==> config.mk <==
export PLATFORM = sky130hd
export DESIGN_NAME = bcm_row_scheduler_flat
export DESIGN_NICKNAME = d
export VERILOG_FILES = /design/src/rtl/bcm_row_scheduler_if.sv /design/src/rtl/bcm_row_scheduler.sv /design/src/flat_wrapper.sv
export SDC_FILE = /design/constraint.sdc
export NUM_CORES = 1
export LEC_CHECK = 0
export CELL_PAD_IN_SITES_DETAIL_PLACEMENT = 1
export CELL_PAD_IN_SITES_GLOBAL_PLACEMENT = 2
export CORE_MARGIN = 1
export CORE_UTILIZATION = 28
export CTS_CLUSTER_DIAMETER = 200
export DETAILED_ROUTE_END_ITERATION = 10
export GPL_ROUTABILITY_DRIVEN = 0
export PLACE_DENSITY_LB_ADDON = 0.15
export SLEW_MARGIN = 10
export SYNTH_ARGS = -nofsm -noshare
export SYNTH_HDL_FRONTEND = slang
export SYNTH_SLANG_ARGS = --single-unit
==> constraint.sdc <==
create_clock -name clk -period 1.55 [get_ports clk]
set_input_delay 0.2325 -clock clk [delete_from_list [all_inputs] [get_ports clk]]
set_output_delay 0.2325 -clock clk [all_outputs]
set_load 0.05 [all_outputs]
==> src/rtl/bcm_row_scheduler_if.sv <==
// rtl/bcm_row_scheduler_if.sv - shifter, BCM timer and panel control bundle for the row scheduler
interface bcm_row_scheduler_if #(
  parameter int ROWS       = 16,
  parameter int RESOLUTION = 3
);
  localparam int PW = (RESOLUTION > 1) ? $clog2(RESOLUTION) : 1;
  localparam int RW = $clog2(ROWS);

  logic          in_ENABLE;
  logic          in_SHIFT_DONE;
  logic          in_BCM_NEXT_PLANE;
  logic          in_BCM_FINISHED;
  logic          in_BCM_DIM;
  logic          out_SHIFT_START;
  logic [PW-1:0] out_PLANE;
  logic [RW-1:0] out_ROW_NEXT;
  logic [RW-1:0] out_ROW_ADDR;
  logic          out_LATCH;
  logic          out_OE_N;
  logic          out_BCM_RST;
  logic          out_BCM_INIT;
  logic          out_BCM_CONTINUE;
  logic          out_FRAME_DONE;

  // scheduler side
  modport master (
    input  in_ENABLE, in_SHIFT_DONE, in_BCM_NEXT_PLANE, in_BCM_FINISHED, in_BCM_DIM,
    output out_SHIFT_START, out_PLANE, out_ROW_NEXT, out_ROW_ADDR, out_LATCH, out_OE_N,
           out_BCM_RST, out_BCM_INIT, out_BCM_CONTINUE, out_FRAME_DONE
  );

  // shifter / BCM timer / panel side
  modport slave (
    output in_ENABLE, in_SHIFT_DONE, in_BCM_NEXT_PLANE, in_BCM_FINISHED, in_BCM_DIM,
    input  out_SHIFT_START, out_PLANE, out_ROW_NEXT, out_ROW_ADDR, out_LATCH, out_OE_N,
           out_BCM_RST, out_BCM_INIT, out_BCM_CONTINUE, out_FRAME_DONE
  );
endinterface

==> src/rtl/bcm_row_scheduler.sv <==
// rtl/bcm_row_scheduler.sv - BCM row refresh sequencer driving the row shifter, BCM timer and panel pins
module bcm_row_scheduler #(
  parameter int ROWS       = 16,
  parameter int RESOLUTION = 3
) (
  input logic                  clk,
  input logic                  rst,
  bcm_row_scheduler_if.master  bus
);
  localparam int PW = (RESOLUTION > 1) ? $clog2(RESOLUTION) : 1;
  localparam int RW = $clog2(ROWS);

  localparam logic [2:0] IDLE       = 3'd0;
  localparam logic [2:0] SHIFT_REQ  = 3'd1;
  localparam logic [2:0] SHIFT_WAIT = 3'd2;
  localparam logic [2:0] LATCH      = 3'd3;
  localparam logic [2:0] SHOW       = 3'd4;
  localparam logic [2:0] ROW_END    = 3'd5;

  localparam logic [PW-1:0] PLANE_LAST = PW'(RESOLUTION - 1);
  localparam logic [RW-1:0] ROW_LAST   = RW'(ROWS - 1);

  logic [2:0]    state_q, state_d;
  logic [RW-1:0] row_q, row_d;
  logic [RW-1:0] row_addr_q, row_addr_d;
  logic [PW-1:0] plane_q, plane_d;
  logic          first_q, first_d;
  logic          shift_start_q, shift_start_d;
  logic          latch_q, latch_d;
  logic          oe_n_q, oe_n_d;
  logic          bcm_rst_q, bcm_rst_d;
  logic          bcm_init_q, bcm_init_d;
  logic          bcm_cont_q, bcm_cont_d;
  logic          frame_done_q, frame_done_d;

  // Next-state and next-output logic; every output is a register loaded from here,
  // so each strobe is high exactly in the cycle its state is occupied.
  always_comb begin
    state_d       = state_q;
    row_d         = row_q;
    row_addr_d    = row_addr_q;
    plane_d       = plane_q;
    first_d       = 1'b0;
    shift_start_d = 1'b0;
    latch_d       = 1'b0;
    oe_n_d        = 1'b1;
    bcm_rst_d     = bcm_rst_q;
    bcm_init_d    = 1'b0;
    bcm_cont_d    = 1'b0;
    frame_done_d  = 1'b0;

    case (state_q)
      IDLE: begin
        bcm_rst_d = 1'b1;
        if (bus.in_ENABLE) begin
          state_d       = SHIFT_REQ;
          plane_d       = '0;
          shift_start_d = 1'b1;
          bcm_rst_d     = 1'b0;
        end
      end
      SHIFT_REQ: begin
        // a done pulse coincident with the request belongs to an older transfer
        state_d = SHIFT_WAIT;
      end
      SHIFT_WAIT: begin
        if (bus.in_SHIFT_DONE) begin
          state_d = LATCH;
          latch_d = 1'b1;
          // the panel row changes only together with the first plane's latch
          if (plane_q == '0) begin
            row_addr_d = row_q;
          end
        end
      end
      LATCH: begin
        state_d = SHOW;
        first_d = 1'b1;
        if (plane_q == '0) begin
          bcm_init_d = 1'b1;
        end else begin
          bcm_cont_d = 1'b1;
        end
      end
      SHOW: begin
        oe_n_d = bus.in_BCM_DIM;
        // BCM events are only trusted once the timer has seen our INIT/CONTINUE
        if (!first_q) begin
          if (bus.in_BCM_FINISHED) begin
            state_d      = ROW_END;
            oe_n_d       = 1'b1;
            bcm_rst_d    = 1'b1;
            plane_d      = '0;
            row_d        = (row_q == ROW_LAST) ? '0 : row_q + RW'(1);
            frame_done_d = (row_q == ROW_LAST);
          end else if (bus.in_BCM_NEXT_PLANE && (plane_q != PLANE_LAST)) begin
            state_d       = SHIFT_REQ;
            oe_n_d        = 1'b1;
            plane_d       = plane_q + PW'(1);
            shift_start_d = 1'b1;
          end
        end
      end
      ROW_END: begin
        if (bus.in_ENABLE) begin
          state_d       = SHIFT_REQ;
          shift_start_d = 1'b1;
          bcm_rst_d     = 1'b0;
        end else begin
          state_d   = IDLE;
          bcm_rst_d = 1'b1;
        end
      end
      default: begin
        state_d   = IDLE;
        bcm_rst_d = 1'b1;
      end
    endcase
  end

  // State and output registers with synchronous reset
  always_ff @(posedge clk) begin
    if (rst) begin
      state_q       <= IDLE;
      row_q         <= '0;
      row_addr_q    <= '0;
      plane_q       <= '0;
      first_q       <= 1'b0;
      shift_start_q <= 1'b0;
      latch_q       <= 1'b0;
      oe_n_q        <= 1'b1;
      bcm_rst_q     <= 1'b1;
      bcm_init_q    <= 1'b0;
      bcm_cont_q    <= 1'b0;
      frame_done_q  <= 1'b0;
    end else begin
      state_q       <= state_d;
      row_q         <= row_d;
      row_addr_q    <= row_addr_d;
      plane_q       <= plane_d;
      first_q       <= first_d;
      shift_start_q <= shift_start_d;
      latch_q       <= latch_d;
      oe_n_q        <= oe_n_d;
      bcm_rst_q     <= bcm_rst_d;
      bcm_init_q    <= bcm_init_d;
      bcm_cont_q    <= bcm_cont_d;
      frame_done_q  <= frame_done_d;
    end
  end

  assign bus.out_SHIFT_START  = shift_start_q;
  assign bus.out_PLANE        = plane_q;
  assign bus.out_ROW_NEXT     = row_q;
  assign bus.out_ROW_ADDR     = row_addr_q;
  assign bus.out_LATCH        = latch_q;
  assign bus.out_OE_N         = oe_n_q;
  assign bus.out_BCM_RST      = bcm_rst_q;
  assign bus.out_BCM_INIT     = bcm_init_q;
  assign bus.out_BCM_CONTINUE = bcm_cont_q;
  assign bus.out_FRAME_DONE   = frame_done_q;
endmodule
==> src/flat_wrapper.sv <==
// flat-port wrapper written by rule: the top's interface ports become plain ports
module bcm_row_scheduler_flat 
#(
  parameter int ROWS       = 16,
  parameter int RESOLUTION = 3
)
  (clk, rst, bus_in_ENABLE, bus_in_SHIFT_DONE, bus_in_BCM_NEXT_PLANE, bus_in_BCM_FINISHED, bus_in_BCM_DIM, bus_out_SHIFT_START, bus_out_PLANE, bus_out_ROW_NEXT, bus_out_ROW_ADDR, bus_out_LATCH, bus_out_OE_N, bus_out_BCM_RST, bus_out_BCM_INIT, bus_out_BCM_CONTINUE, bus_out_FRAME_DONE);
  bcm_row_scheduler_if #(.ROWS(ROWS), .RESOLUTION(RESOLUTION)) bus_i ();
  input logic clk;
  input logic rst;
  input wire logic [$bits(bus_i.in_ENABLE)-1:0] bus_in_ENABLE;
  input wire logic [$bits(bus_i.in_SHIFT_DONE)-1:0] bus_in_SHIFT_DONE;
  input wire logic [$bits(bus_i.in_BCM_NEXT_PLANE)-1:0] bus_in_BCM_NEXT_PLANE;
  input wire logic [$bits(bus_i.in_BCM_FINISHED)-1:0] bus_in_BCM_FINISHED;
  input wire logic [$bits(bus_i.in_BCM_DIM)-1:0] bus_in_BCM_DIM;
  output wire logic [$bits(bus_i.out_SHIFT_START)-1:0] bus_out_SHIFT_START;
  output wire logic [$bits(bus_i.out_PLANE)-1:0] bus_out_PLANE;
  output wire logic [$bits(bus_i.out_ROW_NEXT)-1:0] bus_out_ROW_NEXT;
  output wire logic [$bits(bus_i.out_ROW_ADDR)-1:0] bus_out_ROW_ADDR;
  output wire logic [$bits(bus_i.out_LATCH)-1:0] bus_out_LATCH;
  output wire logic [$bits(bus_i.out_OE_N)-1:0] bus_out_OE_N;
  output wire logic [$bits(bus_i.out_BCM_RST)-1:0] bus_out_BCM_RST;
  output wire logic [$bits(bus_i.out_BCM_INIT)-1:0] bus_out_BCM_INIT;
  output wire logic [$bits(bus_i.out_BCM_CONTINUE)-1:0] bus_out_BCM_CONTINUE;
  output wire logic [$bits(bus_i.out_FRAME_DONE)-1:0] bus_out_FRAME_DONE;
  assign bus_i.in_ENABLE = bus_in_ENABLE;
  assign bus_i.in_SHIFT_DONE = bus_in_SHIFT_DONE;
  assign bus_i.in_BCM_NEXT_PLANE = bus_in_BCM_NEXT_PLANE;
  assign bus_i.in_BCM_FINISHED = bus_in_BCM_FINISHED;
  assign bus_i.in_BCM_DIM = bus_in_BCM_DIM;
  assign bus_out_SHIFT_START = bus_i.out_SHIFT_START;
  assign bus_out_PLANE = bus_i.out_PLANE;
  assign bus_out_ROW_NEXT = bus_i.out_ROW_NEXT;
  assign bus_out_ROW_ADDR = bus_i.out_ROW_ADDR;
  assign bus_out_LATCH = bus_i.out_LATCH;
  assign bus_out_OE_N = bus_i.out_OE_N;
  assign bus_out_BCM_RST = bus_i.out_BCM_RST;
  assign bus_out_BCM_INIT = bus_i.out_BCM_INIT;
  assign bus_out_BCM_CONTINUE = bus_i.out_BCM_CONTINUE;
  assign bus_out_FRAME_DONE = bus_i.out_FRAME_DONE;
  bcm_row_scheduler #(.ROWS(ROWS), .RESOLUTION(RESOLUTION)) u_core (.clk(clk), .rst(rst), .bus(bus_i));
endmodule
==> results <==
repair_timing:
| item | CTS | global route |
|---|---|---|
| resized for setup | 0 | 4 |
| hold buffers | 0 | 0 |
| setup endpoints to repair | 0 | 3 |
| buffers inserted | 0 | 3 |
cells in the mapped netlist:
library cell,instances,area [um^2]
and3_1,1,6.26
inv_1,3,11.3
nor2b_1,4,25.0
nand2b_1,3,18.8
o211ai_1,2,15.0
and2_1,1,6.26
nand4_1,1,6.26
nand2_2,1,6.26
o31ai_1,1,7.51
nand4b_1,1,8.76
xor2_1,1,8.76
buf_2,1,5.00
clkbuf_1,1,3.75
nor3b_2,1,12.5
nor4b_1,1,8.76
xnor2_1,2,17.5
nor3b_1,1,7.51
buf_1,1,3.75
or3_1,1,6.26
nor3_1,2,10.0
a21oi_2,1,8.76
nor3b_4,1,18.8
a21oi_1,9,45.0
nand3_1,2,10.0
o41ai_1,1,8.76
mux2i_1,4,40.0
nand4bb_1,1,11.3
o21ai_1,1,5.00
nor2_2,1,6.26
nand2_1,8,30.0
buf_6,1,11.3
nand3b_1,1,7.51
a2111oi_0,1,8.76
a311o_1,1,10.0
ha_1,3,37.5
dfxtp_1,21,420
and2b_2,1,8.76
o21ai_0,4,20.0
nor2_1,11,41.3
power groups by stage:
| stage | clock [mW] | sequential, mW | combinational (mW) |
|---|---|---|---|
| 6_report | 0.282 | 0.612 | 0.293 |
| 5_1_grt | 0.325 | 0.618 | 0.319 |
| 4_1_cts | 0.294 | 0.613 | 0.278 |
| 3_5_place_dp | 0 | 0.626 | 0.276 |
| 3_3_place_gp | 0 | 0.624 | 0.270 |
| 2_1_floorplan | 0 | 0.653 | 0.152 |
path summary, 6_finish.rpt:
kind / to / slack, ns
max: u_core.bus.out_PLANE[1]$_SDFFE_PP0P_ / 0.10
min: u_core.bus.out_PLANE[0]$_SDFFE_PP0P_ / 0.50
max reg2reg: u_core.bus.out_PLANE[1]$_SDFFE_PP0P_ / 0.10
min reg2reg: u_core.bus.out_PLANE[0]$_SDFFE_PP0P_ / 0.50
logic make-up after synthesis:
family | after synthesis
AND/OR/NAND/NOR | 44
AO/OA/AOI/OAI | 21
flip-flops | 21
buffers and inverters | 7
multiplexers | 4
XOR/XNOR | 3
adder cells (fa/ha/maj) | 3
state kept, by name (all words and copies together), names as in the netlist:
register / flops
u_core.bus.out_PLANE: 2
u_core.bus.out_ROW_NEXT: 4
u_core.bus.out_BCM_RST: 1
u_core.bus.out_BCM_CONTINUE: 1
u_core.bus.out_FRAME_DONE: 1
u_core.bus.out_ROW_ADDR: 4
u_core.first_q: 1
u_core.bus.out_SHIFT_START: 1
u_core.state_q: 3
u_core.bus.out_LATCH: 1
u_core.bus.out_BCM_INIT: 1
u_core.bus.out_OE_N: 1
routing by layer:
layer / up-vias / GRT usage / wire [um]
met2: 15 / 0.246 / 1110
li1: 430 / - / -
met4: 0 / 0.0797 / 44
met3: 4 / 0.0346 / 73
met1: 408 / 0.217 / 1210
met5: - / 0 / 0
layout make-up:
type,count,area share
multi-input cells,75,0.372
flip-flops and latches,21,0.311
repair buffers,36,0.247
well taps,44,0.0406
clock buffers,3,0.0166
inverters,3,0.00831
clock inverters,1,0.00369
cell usage in the layout (no fill, tap or decap), drive strengths merged, types with 2 or more instances in the layout:
cell / synthesis / final
clkdlybuf4s50: 0 / 6
nor3b: 3 / 3
o21ai: 5 / 5
xnor2: 2 / 2
buf: 3 / 30
nand2b: 3 / 3
a21oi: 10 / 10
dfxtp: 21 / 21
nor3: 2 / 2
mux2i: 4 / 4
ha: 3 / 3
nor2b: 4 / 4
inv: 3 / 3
clkbuf: 1 / 3
nand2: 9 / 9
nor2: 12 / 12
o211ai: 2 / 2
nand3: 2 / 2
through the flow:
stage | std cells | setup WS, ns | TNS, ns | util
2_1_floorplan | 103 | 0.0116 | 0 | -
3_3_place_gp | 176 | -0.0480 | -0.0480 | 0.412
3_5_place_dp | 176 | -0.0731 | -0.121 | 0.412
4_1_cts | 180 | 0.0545 | 0 | 0.421
5_1_grt | 183 | -0.0256 | -0.0308 | 0.433
6_report | 183 | 0.104 | 0 | 0.433
critical path, cell delays in order (launching register included):
cell and delay (ns):
dfxtp_1 0.43, nor3b_4 0.38, nor3b_4 0.34, o21ai_0 0.13
o31ai_1 0.08
==> out/qor.txt <==
die height: 60.1 um
Synth Instances: 103
mux cell area share after synthesis: 0.0424
largest family of logic cells by synthesized area: simple AND/OR/NAND/NOR gates
Routed Wire Length: 2440 um
Total Nets Final: 150
WHS: 0.495 ns
clock skew: 0.00676 ns
TritonCTS clock tree: yes
Max rail drop VDD: 0.558 mV
layout cells sized above 1: 0.309
Reg power frac: 0.516
Sink Count: 21
ant diodes: 0
Worst EP required: 1.78 ns
R2R Path Start: u_core.state_q[1]$_SDFFE_PP0P_
sequential area share after synthesis: 0.445
Cell Int Power: 793 uW
Area Overhead vs Synth: 43.4%
number of I/O port buffers: 23
number of global-route vias before repair: 849
power per standard cell area: 876 nW/um^2
simple-gate share of the synthesized area: 0.272
post-DP HPWL: 1830 um
Final Cell Area: 1360 um^2
Clock Power Share: 0.237
critical path launch point type: register
Sw Ratio: 0.331
vias: 857
Comb power frac: 0.247
Die X: 60.1 um
Fmax: 692 MHz
Site Rows: 20
largest net degree at the start of global routing: 13
status: completed
final worst path period share: 0.933
crit-path max FO: 7
number of max-cap violations: 0
die area: 3610 um^2
fin. max-slew vios: 0
Hold Path Class: register to register
Post-DRT Antenna Nets: 0
Hold Fails Final Rpt: 0
Clk pin slew, worst setup/hold paths: 0.12 ns
Cell Area, Synth: 945 um^2
Ys Warns: 0
Synth Area in Compound Gates: 0.136
Final Setup Violations: 0
CP Data Arrival Time: 1.67 ns
FF+latch count, synth: 21
XOR/XNOR share of the synthesized area: 0.0278
Total GRT Usage: 0.163
Slew HR: 0.752
DP Area: 1290 um^2
Via density: 4.68
DRT iter0 DRCs: 16
Worst-Margin Slew: 0.368 ns
WS Path Type: register to register
leakage power total: 0.551 nW
Root Driver: clkbuf_4
first-pass GRT wire length: 4160 um
DRC: 0
post-synthesis adder-cell area fraction: 0.0397
worst skew pair latency: 0.31 ns
Syn Area/Cell: 9.17 um^2
Setup crit end kind: register
Multi-input gate area: 504 um^2
DR WL/cell: 13.3 um
total power: 1.19 mW
Final min period: 1.45 ns
Hold Startpoint: u_core.bus.out_PLANE[0]$_SDFFE_PP0P_
syn_nets: 113
Num CTS Buffers: 3
Ports: 24
Netlist cell types: 39
Initial Utilization: 0.302
Reg area: 422 um^2
Worst Hold Depth: 2
Pre-antenna DRT Iters: 3
Reg2Reg Depth: 4
Net Sw Power: 393 uW
CORE AREA: 3130 um^2
H-tree Lvls: 1
filler instances: 368
total global routing overflow: 0
CP startpoint: u_core.state_q[1]$_SDFFE_PP0P_
initial antenna violation count: 0
clock tree buffer depth: 2
Note: power is estimated with default switching activity, not from simulation.
